## src/rtl/noise_pkg.sv

```systemverilog
// Shared types and helpers for the LFSR noise packer: FSM encoding, defaults,
// and the offset-binary to two's-complement conversion with attenuation.
package noise_pkg;

   localparam int         MAX_WIDTH = 24;
   localparam int         DEF_WIDTH = 16;
   localparam logic [3:0] DEF_SEED  = 4'b0011;

   typedef enum logic [1:0] {
      ST_IDLE = 2'd0,
      ST_SEED = 2'd1,
      ST_FILL = 2'd2,
      ST_HOLD = 2'd3
   } state_t;

   // The word is aligned to the top of a MAX_WIDTH container so the arithmetic
   // shift sign-extends correctly for any width; the caller keeps the low bits.
   function automatic logic [MAX_WIDTH-1:0] to_noise(input logic [MAX_WIDTH-1:0] raw,
                                                     input int width,
                                                     input logic [2:0] atten);
      logic signed [MAX_WIDTH-1:0] aligned;
      int pad;
      pad     = MAX_WIDTH - width;
      aligned = signed'((raw << pad) ^ {1'b1, {(MAX_WIDTH-1){1'b0}}});
      return aligned >>> (pad + int'(atten));
   endfunction

endpackage

```

## src/rtl/noise_out_reg.sv

```systemverilog
// One-entry valid/ready output register; load must only be asserted when the
// entry is free or being consumed on the same edge.
module noise_out_reg
   import noise_pkg::*;
#(
   parameter int WIDTH = DEF_WIDTH
) (
   input  logic             clk,
   input  logic             rst,
   input  logic             load,
   input  logic [WIDTH-1:0] data,
   input  logic             ready,
   output logic [WIDTH-1:0] sample,
   output logic             valid
);

   logic [WIDTH-1:0] sample_r;
   logic             valid_r;

   // Output entry: a new load wins over a same-edge transfer, giving no bubble.
   always_ff @(posedge clk or negedge rst) begin
      if (!rst) begin
         sample_r <= {WIDTH{1'b0}};
         valid_r  <= 1'b0;
      end else if (load) begin
         sample_r <= data;
         valid_r  <= 1'b1;
      end else if (valid_r && ready) begin
         valid_r  <= 1'b0;
      end else begin
         valid_r  <= valid_r;
      end
   end

   assign sample = sample_r;
   assign valid  = valid_r;

endmodule

```

## src/rtl/lfsr_noise_packer.sv

```systemverilog
// Packs the serial LFSR bitstream into attenuated signed noise samples, seeds the
// LFSR, and forces a reseed when it produces consecutive all-zero words.
module lfsr_noise_packer
   import noise_pkg::*;
#(
   parameter int         WIDTH       = DEF_WIDTH,
   parameter logic [3:0] SEED        = DEF_SEED,
   parameter int         LOAD_CYCLES = 2,
   parameter int         STUCK_LIMIT = 2
) (
   input  logic             clk,
   input  logic             rst,
   input  logic             en,
   input  logic             lfsr_q,
   input  logic [2:0]       atten,
   output logic             lfsr_load,
   output logic [3:0]       lfsr_seed,
   output logic [WIDTH-1:0] sample,
   output logic             sample_valid,
   input  logic             sample_ready,
   output logic             stuck
);

   localparam int CW = $clog2(WIDTH + 1);
   localparam int LW = $clog2(LOAD_CYCLES + 1);
   localparam int ZW = $clog2(STUCK_LIMIT + 1);
   localparam logic [CW-1:0] LAST_BIT  = CW'(WIDTH - 1);
   localparam logic [LW-1:0] LOAD_LAST = LW'(LOAD_CYCLES - 1);
   localparam logic [ZW-1:0] ZERO_LAST = ZW'(STUCK_LIMIT - 1);

   state_t               state_r, next_state_s;
   logic [CW-1:0]        bit_cnt_r;
   logic [LW-1:0]        load_cnt_r;
   logic [ZW-1:0]        zero_cnt_r;
   logic [WIDTH-1:0]     shift_r;
   logic [WIDTH-1:0]     hold_r;
   logic                 load_r;
   logic                 stuck_r;

   logic [WIDTH-1:0]     shifted_s;
   logic [MAX_WIDTH-1:0] conv_full_s;
   logic [WIDTH-1:0]     conv_s;
   logic                 word_done_s;
   logic                 raw_zero_s;
   logic                 out_free_s;
   logic                 out_load_s;
   logic [WIDTH-1:0]     out_data_s;
   logic                 stuck_s;

   assign shifted_s   = {shift_r[WIDTH-2:0], lfsr_q};
   assign conv_full_s = to_noise(MAX_WIDTH'(shifted_s), WIDTH, atten);
   assign conv_s      = conv_full_s[WIDTH-1:0];
   assign word_done_s = (state_r == ST_FILL) && (bit_cnt_r == LAST_BIT);
   assign raw_zero_s  = (shifted_s == {WIDTH{1'b0}});
   assign out_free_s  = !sample_valid || sample_ready;

   // Next-state and output-register load decisions.
   always_comb begin
      next_state_s = state_r;
      out_load_s   = 1'b0;
      out_data_s   = conv_s;
      stuck_s      = 1'b0;
      case (state_r)
         ST_IDLE: begin
            if (en) next_state_s = ST_SEED;
            else    next_state_s = ST_IDLE;
         end
         ST_SEED: begin
            if (!en)                          next_state_s = ST_IDLE;
            else if (load_cnt_r == LOAD_LAST) next_state_s = ST_FILL;
            else                              next_state_s = ST_SEED;
         end
         ST_FILL: begin
            if (!en) begin
               next_state_s = ST_IDLE;
            end else if (word_done_s && raw_zero_s) begin
               if (zero_cnt_r == ZERO_LAST) begin
                  stuck_s      = 1'b1;
                  next_state_s = ST_SEED;
               end else begin
                  next_state_s = ST_FILL;
               end
            end else if (word_done_s && out_free_s) begin
               out_load_s   = 1'b1;
               next_state_s = ST_FILL;
            end else if (word_done_s) begin
               next_state_s = ST_HOLD;
            end else begin
               next_state_s = ST_FILL;
            end
         end
         ST_HOLD: begin
            if (!en) begin
               next_state_s = ST_IDLE;
            end else if (out_free_s) begin
               out_load_s   = 1'b1;
               out_data_s   = hold_r;
               next_state_s = ST_FILL;
            end else begin
               next_state_s = ST_HOLD;
            end
         end
         default: next_state_s = ST_IDLE;
      endcase
   end

   // Sequencing state, counters, shift/hold datapath and registered strobes.
   always_ff @(posedge clk or negedge rst) begin
      if (!rst) begin
         state_r    <= ST_IDLE;
         bit_cnt_r  <= {CW{1'b0}};
         load_cnt_r <= {LW{1'b0}};
         zero_cnt_r <= {ZW{1'b0}};
         shift_r    <= {WIDTH{1'b0}};
         hold_r     <= {WIDTH{1'b0}};
         load_r     <= 1'b0;
         stuck_r    <= 1'b0;
      end else begin
         state_r <= next_state_s;
         load_r  <= (next_state_s == ST_SEED);
         stuck_r <= stuck_s;

         if (state_r == ST_SEED && next_state_s == ST_SEED) load_cnt_r <= load_cnt_r + 1'b1;
         else                                               load_cnt_r <= {LW{1'b0}};

         if (state_r == ST_FILL && next_state_s == ST_FILL && !word_done_s)
            bit_cnt_r <= bit_cnt_r + 1'b1;
         else
            bit_cnt_r <= {CW{1'b0}};

         if (next_state_s == ST_SEED)  shift_r <= {WIDTH{1'b0}};
         else if (state_r == ST_FILL)  shift_r <= shifted_s;
         else                          shift_r <= shift_r;

         if (!en || stuck_s)                 zero_cnt_r <= {ZW{1'b0}};
         else if (word_done_s && raw_zero_s) zero_cnt_r <= zero_cnt_r + 1'b1;
         else if (word_done_s)               zero_cnt_r <= {ZW{1'b0}};
         else                                zero_cnt_r <= zero_cnt_r;

         if (word_done_s && next_state_s == ST_HOLD) hold_r <= conv_s;
         else                                        hold_r <= hold_r;
      end
   end

   noise_out_reg #(.WIDTH(WIDTH)) u_out (
      .clk    (clk),
      .rst    (rst),
      .load   (out_load_s),
      .data   (out_data_s),
      .ready  (sample_ready),
      .sample (sample),
      .valid  (sample_valid)
   );

   assign lfsr_load = load_r;
   assign lfsr_seed = SEED;
   assign stuck     = stuck_r;

endmodule

```

## config.mk

```make
export PLATFORM = sky130hd
export DESIGN_NAME = lfsr_noise_packer
export DESIGN_NICKNAME = d
export VERILOG_FILES = /design/src/rtl/noise_pkg.sv /design/src/rtl/noise_out_reg.sv /design/src/rtl/lfsr_noise_packer.sv
export SDC_FILE = /design/constraint.sdc
export NUM_CORES = 1
export LEC_CHECK = 0
export ABC_AREA = 1
export BUFFER_PORTS_ARGS = -buffer_cell sky130_fd_sc_hd__buf_2
export CORE_UTILIZATION = 55
export DETAILED_ROUTE_END_ITERATION = 8
export PLACE_DENSITY = 0.75
export SETUP_SLACK_MARGIN = 0.02
export SLEW_MARGIN = 5
export SYNTH_ARGS = -nofsm -noshare
export SYNTH_HDL_FRONTEND = slang
export SYNTH_SLANG_ARGS = --single-unit
```

## constraint.sdc

```tcl
create_clock -name clk -period 2.3 [get_ports clk]
set_clock_uncertainty 0.05 [all_clocks]
set_input_delay 0.23 -clock clk [delete_from_list [all_inputs] [get_ports clk]]
set_output_delay 0.23 -clock clk [all_outputs]
set_load 0.05 [all_outputs]
```

Word-level counts from Yosys, hierarchy flattened --
Index checks and enable logic that the tools add are counted.
Cells by class: add/sub/neg operators 4, reductions and logical operators 18, bitwise operators 1, muxes and demuxes 33, equality and inequality tests 9, shift-type cells 1
Operators by type and width (count):
- two-way mux 16 bit | 3
- two-way mux 15 bit | 2
- >>> shifter 24 x 5 -> 16 bit | 1
- two-way mux 2 bit | 10
- logical NOT 16 bit | 1
- two-way mux 1 bit | 15
- == test 2 x 1 -> 1 bit, second input constant | 4
- == test 2 bit, second input constant | 4
- logical AND 1 bit | 8
- one-hot mux 2 bit (4 select lines) | 1
- adder 4 x 3 -> 5 bit, first input constant | 1
- adder 5 x 1 -> 5 bit, second input constant | 1
- == test 5 x 4 -> 1 bit, second input constant | 1
- two-way mux 5 bit | 1
- adder 2 x 1 -> 2 bit, second input constant | 2
- nonzero test 2 bit | 2
- logical NOT 1 bit | 3
- nonzero test 3 bit | 1
- logical NOT 2 bit | 1
- logical OR 1 bit | 2
- one-hot mux 1 bit (2 select lines) | 1
- NOT 1 bit | 1
Word-level totals: bits in registers 61, bits of input ports 8, output and inout port bits 23

Logic depth before layout (Yosys ltp) --
depth after elaboration 11, depth in mapped cells 13, gate-level depth less buffers 12

Modules after synthesis --
A second synthesis with hierarchy kept.
Second synthesis, totals: cells, all modules 454, area total of the unflattened synthesis 3364.5 um2
Modules (own cells, without submodules):
- lfsr_noise_packer | area an instance 2688.8 um2, seq. area each 1101.1 um2, cells an instance 382, times used 1
- noise_out_reg | area an instance 675.6 um2, seq. area each 425.4 um2, cells an instance 72, times used 1

Worst setup path after synthesis --
No wires, ideal clock.
path type reg-to-reg, start point register bit_cnt_r[0], end point register shift_r[10], stages on the path, launching flop included 14, clock period less this slack 1874 ps, arrival 1712 ps, slack 426 ps, library setup time 111 ps, path buffers 1, cells stage by stage dfrtp_1 ha_1 and3_1 ha_1 inv_1 nor2_8 inv_4 nor2_4 nand3_2 nand2_2 nand3_4 buf_8 nand2_2 inv_2
Between the ends: word-level cells in the longest chain between the ends 9, elaborated cells on any way between the ends 12, classes of those cells eq/ne: 2; mux: 6; reduce/logical: 4
Ends and longest elaborated chain:
- from (decl) | line lfsr_noise_packer.sv:32 | logic [CW-1:0] bit_cnt_r;
- from (signal assigned) | line lfsr_noise_packer.sv:111 | bit_cnt_r <= {CW{1'b0}};
- from (signal assigned) | line lfsr_noise_packer.sv:127 | bit_cnt_r <= bit_cnt_r + 1'b1;
- from (signal assigned) | line lfsr_noise_packer.sv:129 | bit_cnt_r <= {CW{1'b0}};
- == test 5 x 4 -> 1 bit * | line lfsr_noise_packer.sv:53 | assign word_done_s = (state_r == ST_FILL) && (bit_cnt_r == LAST_BIT);
- logical AND 1 bit * | line lfsr_noise_packer.sv:53
- two-way mux 1 bit or logical AND 1 bit (tied branches) | line lfsr_noise_packer.sv:86, lfsr_noise_packer.sv:83
- two-way mux 1 bit | line lfsr_noise_packer.sv:83 | end else if (word_done_s && out_free_s) begin
- two-way mux 2 bit * | line lfsr_noise_packer.sv:76 | end else if (word_done_s && raw_zero_s) begin
- two-way mux 2 bit * | line lfsr_noise_packer.sv:74 | if (!en) begin
- one-hot mux 2 bit (4 select lines) * | line lfsr_noise_packer.sv:63 | case (state_r)
- == test 2 x 1 -> 1 bit * | line lfsr_noise_packer.sv:131 | if (next_state_s == ST_SEED) shift_r <= {WIDTH{1'b0}};
- two-way mux 15 bit or nonzero test 2 bit (tied branches)
- to (signal assigned) | line lfsr_noise_packer.sv:131
- to (signal assigned) | line lfsr_noise_packer.sv:132 | else if (state_r == ST_FILL) shift_r <= shifted_s;
- to (signal assigned) | line lfsr_noise_packer.sv:133 | else shift_r <= shift_r;
- to (decl) | line lfsr_noise_packer.sv:35 | logic [WIDTH-1:0] shift_r;
Mark *: on every way between the ends. The rest lies on a longest branch, timed or not. A chain may end at the register's enable or synchronous reset.

Worst setup path after layout --
start point register bit_cnt_r[0], end point register u_out.sample_r[0] (netlist: u_out.sample[0])
Between the ends: word-level cells in the longest chain between the ends 7, elaborated cells on any way between the ends 8, classes of those cells eq/ne: 1; mux: 4; reduce/logical: 3
Ends and longest elaborated chain:
- == test 5 x 4 -> 1 bit * | line lfsr_noise_packer.sv:53
- logical AND 1 bit * | line lfsr_noise_packer.sv:53
- logical AND 1 bit | line lfsr_noise_packer.sv:83
- two-way mux 1 bit | line lfsr_noise_packer.sv:83
- two-way mux 1 bit * | line lfsr_noise_packer.sv:76
- two-way mux 1 bit * | line lfsr_noise_packer.sv:74
- one-hot mux 1 bit (2 select lines) * | line lfsr_noise_packer.sv:63
- to (signal assigned) | line noise_out_reg.sv:23 | sample_r <= {WIDTH{1'b0}};
- to (signal assigned) | line noise_out_reg.sv:26 | sample_r <= data;
- to (decl) | line noise_out_reg.sv:17 | logic [WIDTH-1:0] sample_r;
Marks and branches as above.

==> results.ini <==
[run_status]
outcome=completed

[worst_setup_path]
path_cells=ha_1 -> and3_1 -> ha_1 -> inv_1 -> nor2_8 -> nand2_1 -> nand2_1 -> nand2_1 -> inv_1 -> o21ai_0 -> o21ai_0
path_buf_inv=2
crit_top_cell=nand2_1
crit_fanout=13
max_stage_delay_ns=0.37
arrival_ns=2.29
end_kind=register
worstPathRequired_ns=2.52
cp-start-kind=register
cp_top_family=simple AND/OR/NAND/NOR gates
critPathKind=register to register
worst_path_max_delay_cell=dfrtp_1

[yosys]
ys_warn_count=0
synthCells=428
synth-seq-area-share_pct=45.61
synth_edf_count=0
async_flop_share_pct=100.0
synth_cell_types=35
synth_flop_cell=dfrtp_1
syn_area_per_cell_sq_um=7.820
synth-seq-cells=61
syn_area_sq_um=3347

[min_path]
hp-class=input port to register

[clock_network]
cts_num_sinks=61
cts_tree=yes
cts_buffer_depth=2
clk_pin_slew_worst_paths_ns=0.07
cts_buffers=9
htreeDepth=3
insertion_delay_ns=0.35
cts_root_buf=clkbuf_8
cts_setup_buffers=0

[placement]
portBuffers=26
dp_cells=515
dpl.hpwl_um=4704
finalWeightedCongestion=0.8788

[route]
first_pass_iters=4
route.detailed.drc=0
wl_per_cell_um=12.52
finalWirelength_um=6662
antenna_left=0
vias=2744
vias_per_cell=5.158
initialDrtViolationCount=175

[grt]
antenna_found_initial=0
grt_pass1_vias=2426
grt_pass1_wl_um=11430
grt_util_all_layers_pct=23.83
overflow=0
grt_max_degree=31

[sta]
setup_viol_count_final=0
fmax_mhz=484.3
fin_crit_sh_pct=89.77
period_needed_ns=2.065
slew_violations=0
fin_setup_tns_ns=0
hold_violations=0
grt_setup_unrepaired=true

[die]
coreArea_sq_um=5886
dieArea_sq_um=6402
start_util_pct=56.87
die_x_um=80.01
die_y_um=80.01
ios=31
rows=28

[cells_and_area]
nets=464
fillerInstances=527
instances_no_fill=532
drive_gt1_share_pct=17.72
area_delta_synth_final_pct=10.43
antenna_cells=0

[pwr]
design_power_total_mw=2.879
p_leak_nw=1.944
p_per_area_nw_per_um2=778.8
ir_drop_uv=469.0

[run]
drv_cap=0

layout make-up:
class	instances	area, sq um	share of cell area, %
repair buffers	31	170.2	4.604
clock buffers	12	145.1	3.927
clock inverters	4	47.55	1.286
flip-flops and latches	61	1526	41.30
inverters	66	252.7	6.838
multi-input cells	283	1460	39.51
well taps	75	93.84	2.539
metrics by stage:
step | cell area [sq um] | utilization (%) | setup slack, ns | hold slack, ns
finish | 3696 | 62.80 | 0.2353 | 0.1049
global route | 3696 | 62.80 | 0.0006599 | 0.1389
CTS | 3696 | 62.80 | 0.1967 | 0.09672
detailed placement | 3493 | 59.35 | 0.2159 | 0.1732
global placement | 3493 | 59.35 | 0.2910 | 0.1597
floorplan | 3354 | - | 0.4265 | -0.1156
worst paths after layout:
path | from | to | slack, ns | depth (start not counted)
setup / recovery | bit_cnt_r[0] | u_out.sample[0] | 0.24 | 11
hold / removal | sample_ready | u_out.valid | 0.10 | 4
setup reg to reg | bit_cnt_r[0] | u_out.sample[0] | 0.24 | 11
hold reg to reg | load_cnt_r[0] | load_cnt_r[0] | 0.38 | 1
max in group asynchronous | rst | shift_r[6] | 1.21 | 3
min in group asynchronous | rst | state_r[0] | 0.32 | 2
metal layers:
metal	vias to the layer above	track usage [%]	routed length [um]
li1	1387	-	-
met5	-	0	0
met4	0	10.89	165
met1	1251	30.92	3049
met2	89	37.61	3108
met3	17	5.600	338
repair_timing:
| item | 4_1_cts | 5_1_grt |
|---|---|---|
| hold endpoints to repair | 20 | 0 |
| hold buffers | 1 | 0 |
| setup endpoints to repair | 0 | 2 |
| gates resized for setup | 0 | 0 |
state kept, by name (all words and copies together) (netlist names):
register,count
bit_cnt_r,5
hold_r,16
lfsr_load,1
load_cnt_r,2
shift_r,15
state_r,2
stuck,1
u_out.sample,16
u_out.valid,1
zero_cnt_r,2
worst register-to-register path: stages, from the launching register on:
cell,delay (ns)
dfrtp_1,0.37
ha_1,0.19
and3_1,0.17
ha_1,0.13
inv_1,0.09
nor2_8,0.18
nand2_1,0.09
nand2_1,0.06
nand2_1,0.06
inv_1,0.29
o21ai_0,0.15
o21ai_0,0.16
power breakdown:
part           internal [mW]  switching (mW)  total [mW]
logic                  0.166           0.560       0.726
registers               1.15          0.0615        1.21
clock network          0.526           0.414       0.941
cell families after synthesis:
family          synth area share [%]
simple gates                   22.28
compound gates                 14.99
buf+inv                        10.99
flops                          45.61
mux                            3.888
fa+ha+maj                      1.495
other cells                   0.2244
xor+xnor                      0.5235
synthesized netlist by cell type (6+ instances only):
cell type  number  area (sq um)
inv_1          51         191.4
mux2i_1        13         130.1
nor2_1         36         135.1
dfrtp_1        61          1526
nand2_2        11         68.82
nand2_1       100         375.4
o21ai_1        14         70.07
o21ai_0        68         340.3
buf_2           8         40.04
clkbuf_1        6         22.52
inv_2          13         48.80
a21oi_1         8         40.04
cells in the final DEF, fill, tap and decap left out, types with 4 or more instances in the layout:
| master | n |
|---|---|
| buf_2 | 26 |
| inv_2 | 13 |
| conb_1 | 4 |
| nand2_1 | 100 |
| dfrtp_1 | 61 |
| mux2i_1 | 13 |
| clkbuf_8 | 10 |
| buf_4 | 4 |
| o21ai_0 | 68 |
| inv_1 | 51 |
| a21oi_1 | 8 |
| o21ai_1 | 14 |
| nand2_2 | 11 |
| nor2_1 | 36 |
| ha_1 | 4 |
No activity file was read; power rests on OpenSTA's default activity.
